==> config.mk <==
export PLATFORM = sky130hd
export DESIGN_NAME = dram_cmd_issuer
export DESIGN_NICKNAME = d
export VERILOG_FILES = /design/src/rtl/dram_cmd_issuer.sv
export SDC_FILE = /design/constraint.sdc
export NUM_CORES = 1
export LEC_CHECK = 0
export CAP_MARGIN = 20
export CORE_MARGIN = 5
export CORE_UTILIZATION = 43
export DETAILED_ROUTE_END_ITERATION = 7
export PLACE_DENSITY = 0.82
export SETUP_SLACK_MARGIN = 0.3
export SYNTH_ARGS = -nofsm -noshare
export SYNTH_HDL_FRONTEND = slang
export SYNTH_SLANG_ARGS = --single-unit
==> constraint.sdc <==
create_clock -name clk -period 4.06 [get_ports clk]
set_clock_uncertainty 0.05 [all_clocks]
set_input_delay 0.609 -clock clk [delete_from_list [all_inputs] [get_ports clk]]
set_output_delay 0.609 -clock clk [all_outputs]
set_load 0.05 [all_outputs]
==> src/rtl/dram_cmd_issuer.sv <==
// DRAM command issuer: accepts one parsed trace request at a time and emits
// the closed-page command sequence ACT -> RD/WR -> PRE for it.
// Inter-command spacing comes from the T_* parameters, and the next request
// is accepted T_RP cycles after PRE. Command fields are decoded from a fixed
// 33-bit byte-address map and held on the outputs until the next request.
module dram_cmd_issuer #(
  parameter int ADDR_W = 33,
  parameter int T_RCD  = 39,
  parameter int T_RTP  = 18,
  parameter int T_WR   = 30,
  parameter int T_RP   = 39
) (
  input  logic              clk,
  input  logic              rst,
  input  logic              req_valid,
  output logic              req_ready,
  input  logic [1:0]        req_op,
  input  logic [ADDR_W-1:0] req_addr,
  output logic              cmd_valid,
  output logic [2:0]        cmd_code,
  output logic [2:0]        cmd_bg,
  output logic [1:0]        cmd_bank,
  output logic [15:0]       cmd_row,
  output logic [9:0]        cmd_col,
  output logic              err_op,
  output logic              busy
);

  // Counter is wide enough for the largest spacing and only ever counts down.
  localparam int T_MAX_A = (T_RCD > T_RTP) ? T_RCD : T_RTP;
  localparam int T_MAX_B = (T_WR > T_RP) ? T_WR : T_RP;
  localparam int T_MAX   = (T_MAX_A > T_MAX_B) ? T_MAX_A : T_MAX_B;
  localparam int CNT_W   = (T_MAX < 1) ? 1 : $clog2(T_MAX + 1);

  typedef enum logic [2:0] {
    S_IDLE     = 3'd0,
    S_ACT      = 3'd1,
    S_WAIT_RCD = 3'd2,
    S_COL      = 3'd3,
    S_WAIT_COL = 3'd4,
    S_PRE      = 3'd5,
    S_WAIT_RP  = 3'd6
  } state_t;

  typedef enum logic [2:0] {
    CMD_NOP = 3'd0,
    CMD_ACT = 3'd1,
    CMD_RD  = 3'd2,
    CMD_WR  = 3'd3,
    CMD_PRE = 3'd4
  } cmd_t;

  localparam logic [1:0] OP_WRITE   = 2'd1;
  localparam logic [1:0] OP_ILLEGAL = 2'd3;

  state_t           state_q, state_d;
  logic [CNT_W-1:0] cnt_q, cnt_d;
  logic             is_wr_q;
  logic [2:0]       bg_q;
  logic [1:0]       bank_q;
  logic [15:0]      row_q;
  logic [9:0]       col_q;
  logic             err_q;
  logic             accept;
  logic             accept_legal;
  cmd_t             code;
  logic             unused_addr_bits;

  // Byte-offset bits below the column field carry no command information.
  assign unused_addr_bits = ^req_addr[1:0];

  assign req_ready    = (state_q == S_IDLE) && !rst;
  assign accept       = req_valid && req_ready;
  assign accept_legal = accept && (req_op != OP_ILLEGAL);

  assign cmd_code = code;
  assign cmd_bg   = bg_q;
  assign cmd_bank = bank_q;
  assign cmd_row  = row_q;
  assign cmd_col  = col_q;
  assign err_op   = err_q;
  assign busy     = (state_q != S_IDLE);

  // Next-state, spacing counter and command outputs.
  // Each wait state holds (T-1) cycles; a spacing of 1 skips the wait state
  // so the next command lands in the cycle right after the previous one.
  always_comb begin
    state_d   = state_q;
    cnt_d     = cnt_q;
    cmd_valid = 1'b0;
    code      = CMD_NOP;
    unique case (state_q)
      S_IDLE: begin
        cnt_d = '0;
        if (accept_legal) begin
          state_d = S_ACT;
        end
      end
      S_ACT: begin
        cmd_valid = 1'b1;
        code      = CMD_ACT;
        if (T_RCD <= 1) begin
          state_d = S_COL;
          cnt_d   = '0;
        end else begin
          state_d = S_WAIT_RCD;
          cnt_d   = CNT_W'(T_RCD - 1);
        end
      end
      S_WAIT_RCD: begin
        if (cnt_q <= CNT_W'(1)) begin
          state_d = S_COL;
          cnt_d   = '0;
        end else begin
          cnt_d = cnt_q - CNT_W'(1);
        end
      end
      S_COL: begin
        cmd_valid = 1'b1;
        code      = is_wr_q ? CMD_WR : CMD_RD;
        if (is_wr_q ? (T_WR <= 1) : (T_RTP <= 1)) begin
          state_d = S_PRE;
          cnt_d   = '0;
        end else begin
          state_d = S_WAIT_COL;
          cnt_d   = is_wr_q ? CNT_W'(T_WR - 1) : CNT_W'(T_RTP - 1);
        end
      end
      S_WAIT_COL: begin
        if (cnt_q <= CNT_W'(1)) begin
          state_d = S_PRE;
          cnt_d   = '0;
        end else begin
          cnt_d = cnt_q - CNT_W'(1);
        end
      end
      S_PRE: begin
        cmd_valid = 1'b1;
        code      = CMD_PRE;
        if (T_RP <= 1) begin
          state_d = S_IDLE;
          cnt_d   = '0;
        end else begin
          state_d = S_WAIT_RP;
          cnt_d   = CNT_W'(T_RP - 1);
        end
      end
      S_WAIT_RP: begin
        if (cnt_q <= CNT_W'(1)) begin
          state_d = S_IDLE;
          cnt_d   = '0;
        end else begin
          cnt_d = cnt_q - CNT_W'(1);
        end
      end
      default: begin
        state_d = S_IDLE;
        cnt_d   = '0;
      end
    endcase
  end

  // State register, counter and per-request field capture.
  always_ff @(posedge clk) begin
    if (rst) begin
      state_q <= S_IDLE;
      cnt_q   <= '0;
      is_wr_q <= 1'b0;
      bg_q    <= '0;
      bank_q  <= '0;
      row_q   <= '0;
      col_q   <= '0;
      err_q   <= 1'b0;
    end else begin
      state_q <= state_d;
      cnt_q   <= cnt_d;
      err_q   <= accept && (req_op == OP_ILLEGAL);
      if (accept_legal) begin
        is_wr_q <= (req_op == OP_WRITE);
        col_q   <= req_addr[11:2];
        bank_q  <= req_addr[13:12];
        bg_q    <= req_addr[16:14];
        row_q   <= req_addr[32:17];
      end
    end
  end

endmodule

==> impl_metrics.yaml <==
global_route:
  grt_max_degree: 43
  grt_pass1_vias: 1507
  grt_use_total: 0.156
  overflow: 0
  antenna_found_initial: 0
  grt_pass1_wl_um: 6470
logic_synthesis:
  synth.area.mux_share: 0
  synth-seq-area-share: 0.492
  postSynthAreaPerCell_sq_um: 8.14
  netlist_top_cells_area: "dfxtp_1 49%, nand2_1 15%, a21oi_1 10%"
  synthXorXnorAreaFrac: 0.0154
  synth_common_cells: "67 x nand2_1, 42 x dfxtp_1, 35 x a21oi_1"
  synth_seq_cells: 42
  yosys_warnings: 0
  syn_area_sq_um: 1710
  synth.most_common_cell: "nand2_1"
  netlist-cell-type-count: 34
  synth_fa_ha_area_frac: 0.0146
  async_reset_ff_frac: 0
  synth_edf_count: 0
  syn_inst: 210
  synth_flop_cell: "dfxtp_1"
  syn-num-nets: 250
  synth_top_family_by_area: "simple AND/OR/NAND/NOR gates"
  synth_top_area_frac: 0.492
  synth-simple-area-share: 0.241
  synth_top_area_cell: "dfxtp_1"
  synth_compound_area_frac: 0.176
sta:
  slew_violations: 0
  rsz0062_at_grt: "no"
  finalSetupViolations: 0
  fin_ws_ns: 1.30
  hold_viol_final: 0
  post-route-min-period_ns: 2.76
  tns_ns: 0
  tightest_slew_ns: 0.644
  fmax_mhz: 362
  slew_headroom: 0.570
  finalCritPeriodShare: 0.680
setup_path:
  cp-end-kind: "output port"
  start_kind: "flip-flop"
  cp.arrival_ns: 2.10
  worstSetupPathType: "flip-flop to output port"
  worst-path-max-fanout: 18
  critPathRequiredTime_ns: 3.40
place:
  dpl.hpwl_um: 3020
  dp_slack_ns: 1.33
  place_area_sq_um: 2420
  portBuffers: 73
  place_congestion: 0.841
cts:
  ctsHoldBuffers: 0
  cts_made_buffers: 5
  cts_tree: "done"
  htree_levels: 2
  cts_buffer_depth: 2
  cts_sinks: 42
  clock_latency_ns: 0.28
  cts_setup_buffers: 0
  cts_root_buf: "clkbuf_8"
  ctsResizeCount: 0
  clk_pin_slew_ns: 0.08
pwr:
  p_leak_nw: 0.898
  p_sw_frac: 0.288
  powerDensity_nw_per_um2: 401
  finalPower_mw: 1.02
  clkPwrFrac: 0.325
  peakVddDrop_mv: 0.215
  power_switching_mw: 0.294
  power_frac_comb: 0.231
  p_int_mw: 0.724
  seq_power_share: 0.444
drt:
  ant_nets: 0
  vias: 1622
  drtIter0Drc: 67
  drc: 0
  vias_per_cell: 4.96
  firstDrtPassIters: 6
  postRouteWirelength_um: 4300
  wl_per_cell_um: 13.2
min_path:
  hold_class: "flip-flop to flip-flop"
floorplan:
  ios: 76
  core.rowCount: 23
  start_util: 0.437
  die_x_um: 73.1
  die_y_um: 73.1
  die_area_sq_um: 5340
  core_sq_um: 3910
layout:
  design_area_sq_um: 2540
  syn_to_final_growth_pct: 48.4
  drive_gt1_frac: 0.0469
  final_nets: 317
  n_antenna_cell: 0
outcome:
  outcome: "completed"
job:
  maxCapViolCount: 0
## critical path, cell delays in order (launching register included)
cell             delay (ns)
dfxtp_1                0.70
nand2b_1               0.19
nor2_1                 0.12
clkdlybuf4s50_1        0.81
## metal layers
layer / GRT usage / wire length [um]
met5: 0 / 0
met2: 0.273 / 2130
met1: 0.164 / 1700
met4: 0.0492 / 44
met3: 0.0744 / 424
## sequential cells by signal, summed over array words and instances (netlist names)
name / cells
cmd_bank: 2
cmd_bg: 3
cmd_col: 10
cmd_row: 16
cnt_q: 6
err_op: 1
is_wr_q: 1
state_q: 3
## power groups by stage
stage | sequential (mW) | clock (mW) | combinational (mW)
floorplan | 0.510 | 0 | 0.103
finish | 0.452 | 0.331 | 0.235
global route | 0.455 | 0.360 | 0.250
CTS | 0.451 | 0.340 | 0.237
global placement | 0.460 | 0 | 0.235
detailed placement | 0.461 | 0 | 0.236
## cells in the final DEF (no fill, tap or decap), types with 2 or more instances in the layout
cell type | synthesis | routed
nor2_1 | 9 | 9
nand2b_1 | 2 | 2
nor3b_1 | 2 | 2
dfxtp_1 | 42 | 42
xor2_1 | 3 | 3
clkdlybuf4s50_1 | 0 | 72
ha_1 | 2 | 2
a21oi_1 | 35 | 35
inv_1 | 4 | 4
a211oi_1 | 3 | 3
o21ai_0 | 2 | 2
buf_4 | 1 | 3
and3_1 | 3 | 3
nor3_1 | 3 | 3
clkbuf_8 | 0 | 6
a2111oi_0 | 2 | 2
nand2_1 | 67 | 67
## worst paths after layout
kind                                 start           to  slack, ns  cells past startpoint
worst max register to register  state_q[0]   cmd_col[0]       1.99                      4
worst min register to register  cmd_col[1]   cmd_col[1]       0.40                      2
worst max-delay path            state_q[0]  cmd_code[2]       1.30                      3
worst min-delay path            cmd_col[1]   cmd_col[1]       0.40                      2
## stage by stage
stage | cells | hold slack [ns] | utilization
6_report | 327 | 0.404 | 0.648
5_1_grt | 327 | 0.429 | 0.648
4_1_cts | 327 | 0.407 | 0.648
3_5_place_dp | 320 | 0.396 | 0.620
3_3_place_gp | 320 | 0.391 | 0.620
2_1_floorplan | 210 | 0.429 | -
## kinds of logic after synthesis
family | after synthesis
xor gates and xnor gates | 3
and+or+nand+nor | 93
adders and majority gates | 2
DFF | 42
buffers and inverters | 19
AOI/OAI and AO/OA | 51
## layout make-up
| class | instances | area [sq um] |
|---|---|---|
| multi-input cells | 149 | 763 |
| inverters | 4 | 15.0 |
| clock buffers | 6 | 82.6 |
| well taps | 50 | 62.6 |
| clock inverters | 1 | 30.0 |
| fillers | 370 | 1380 |
| repair buffers | 75 | 743 |
| flip-flops and latches | 42 | 841 |
No activity file was read; power rests on OpenSTA's default activity.
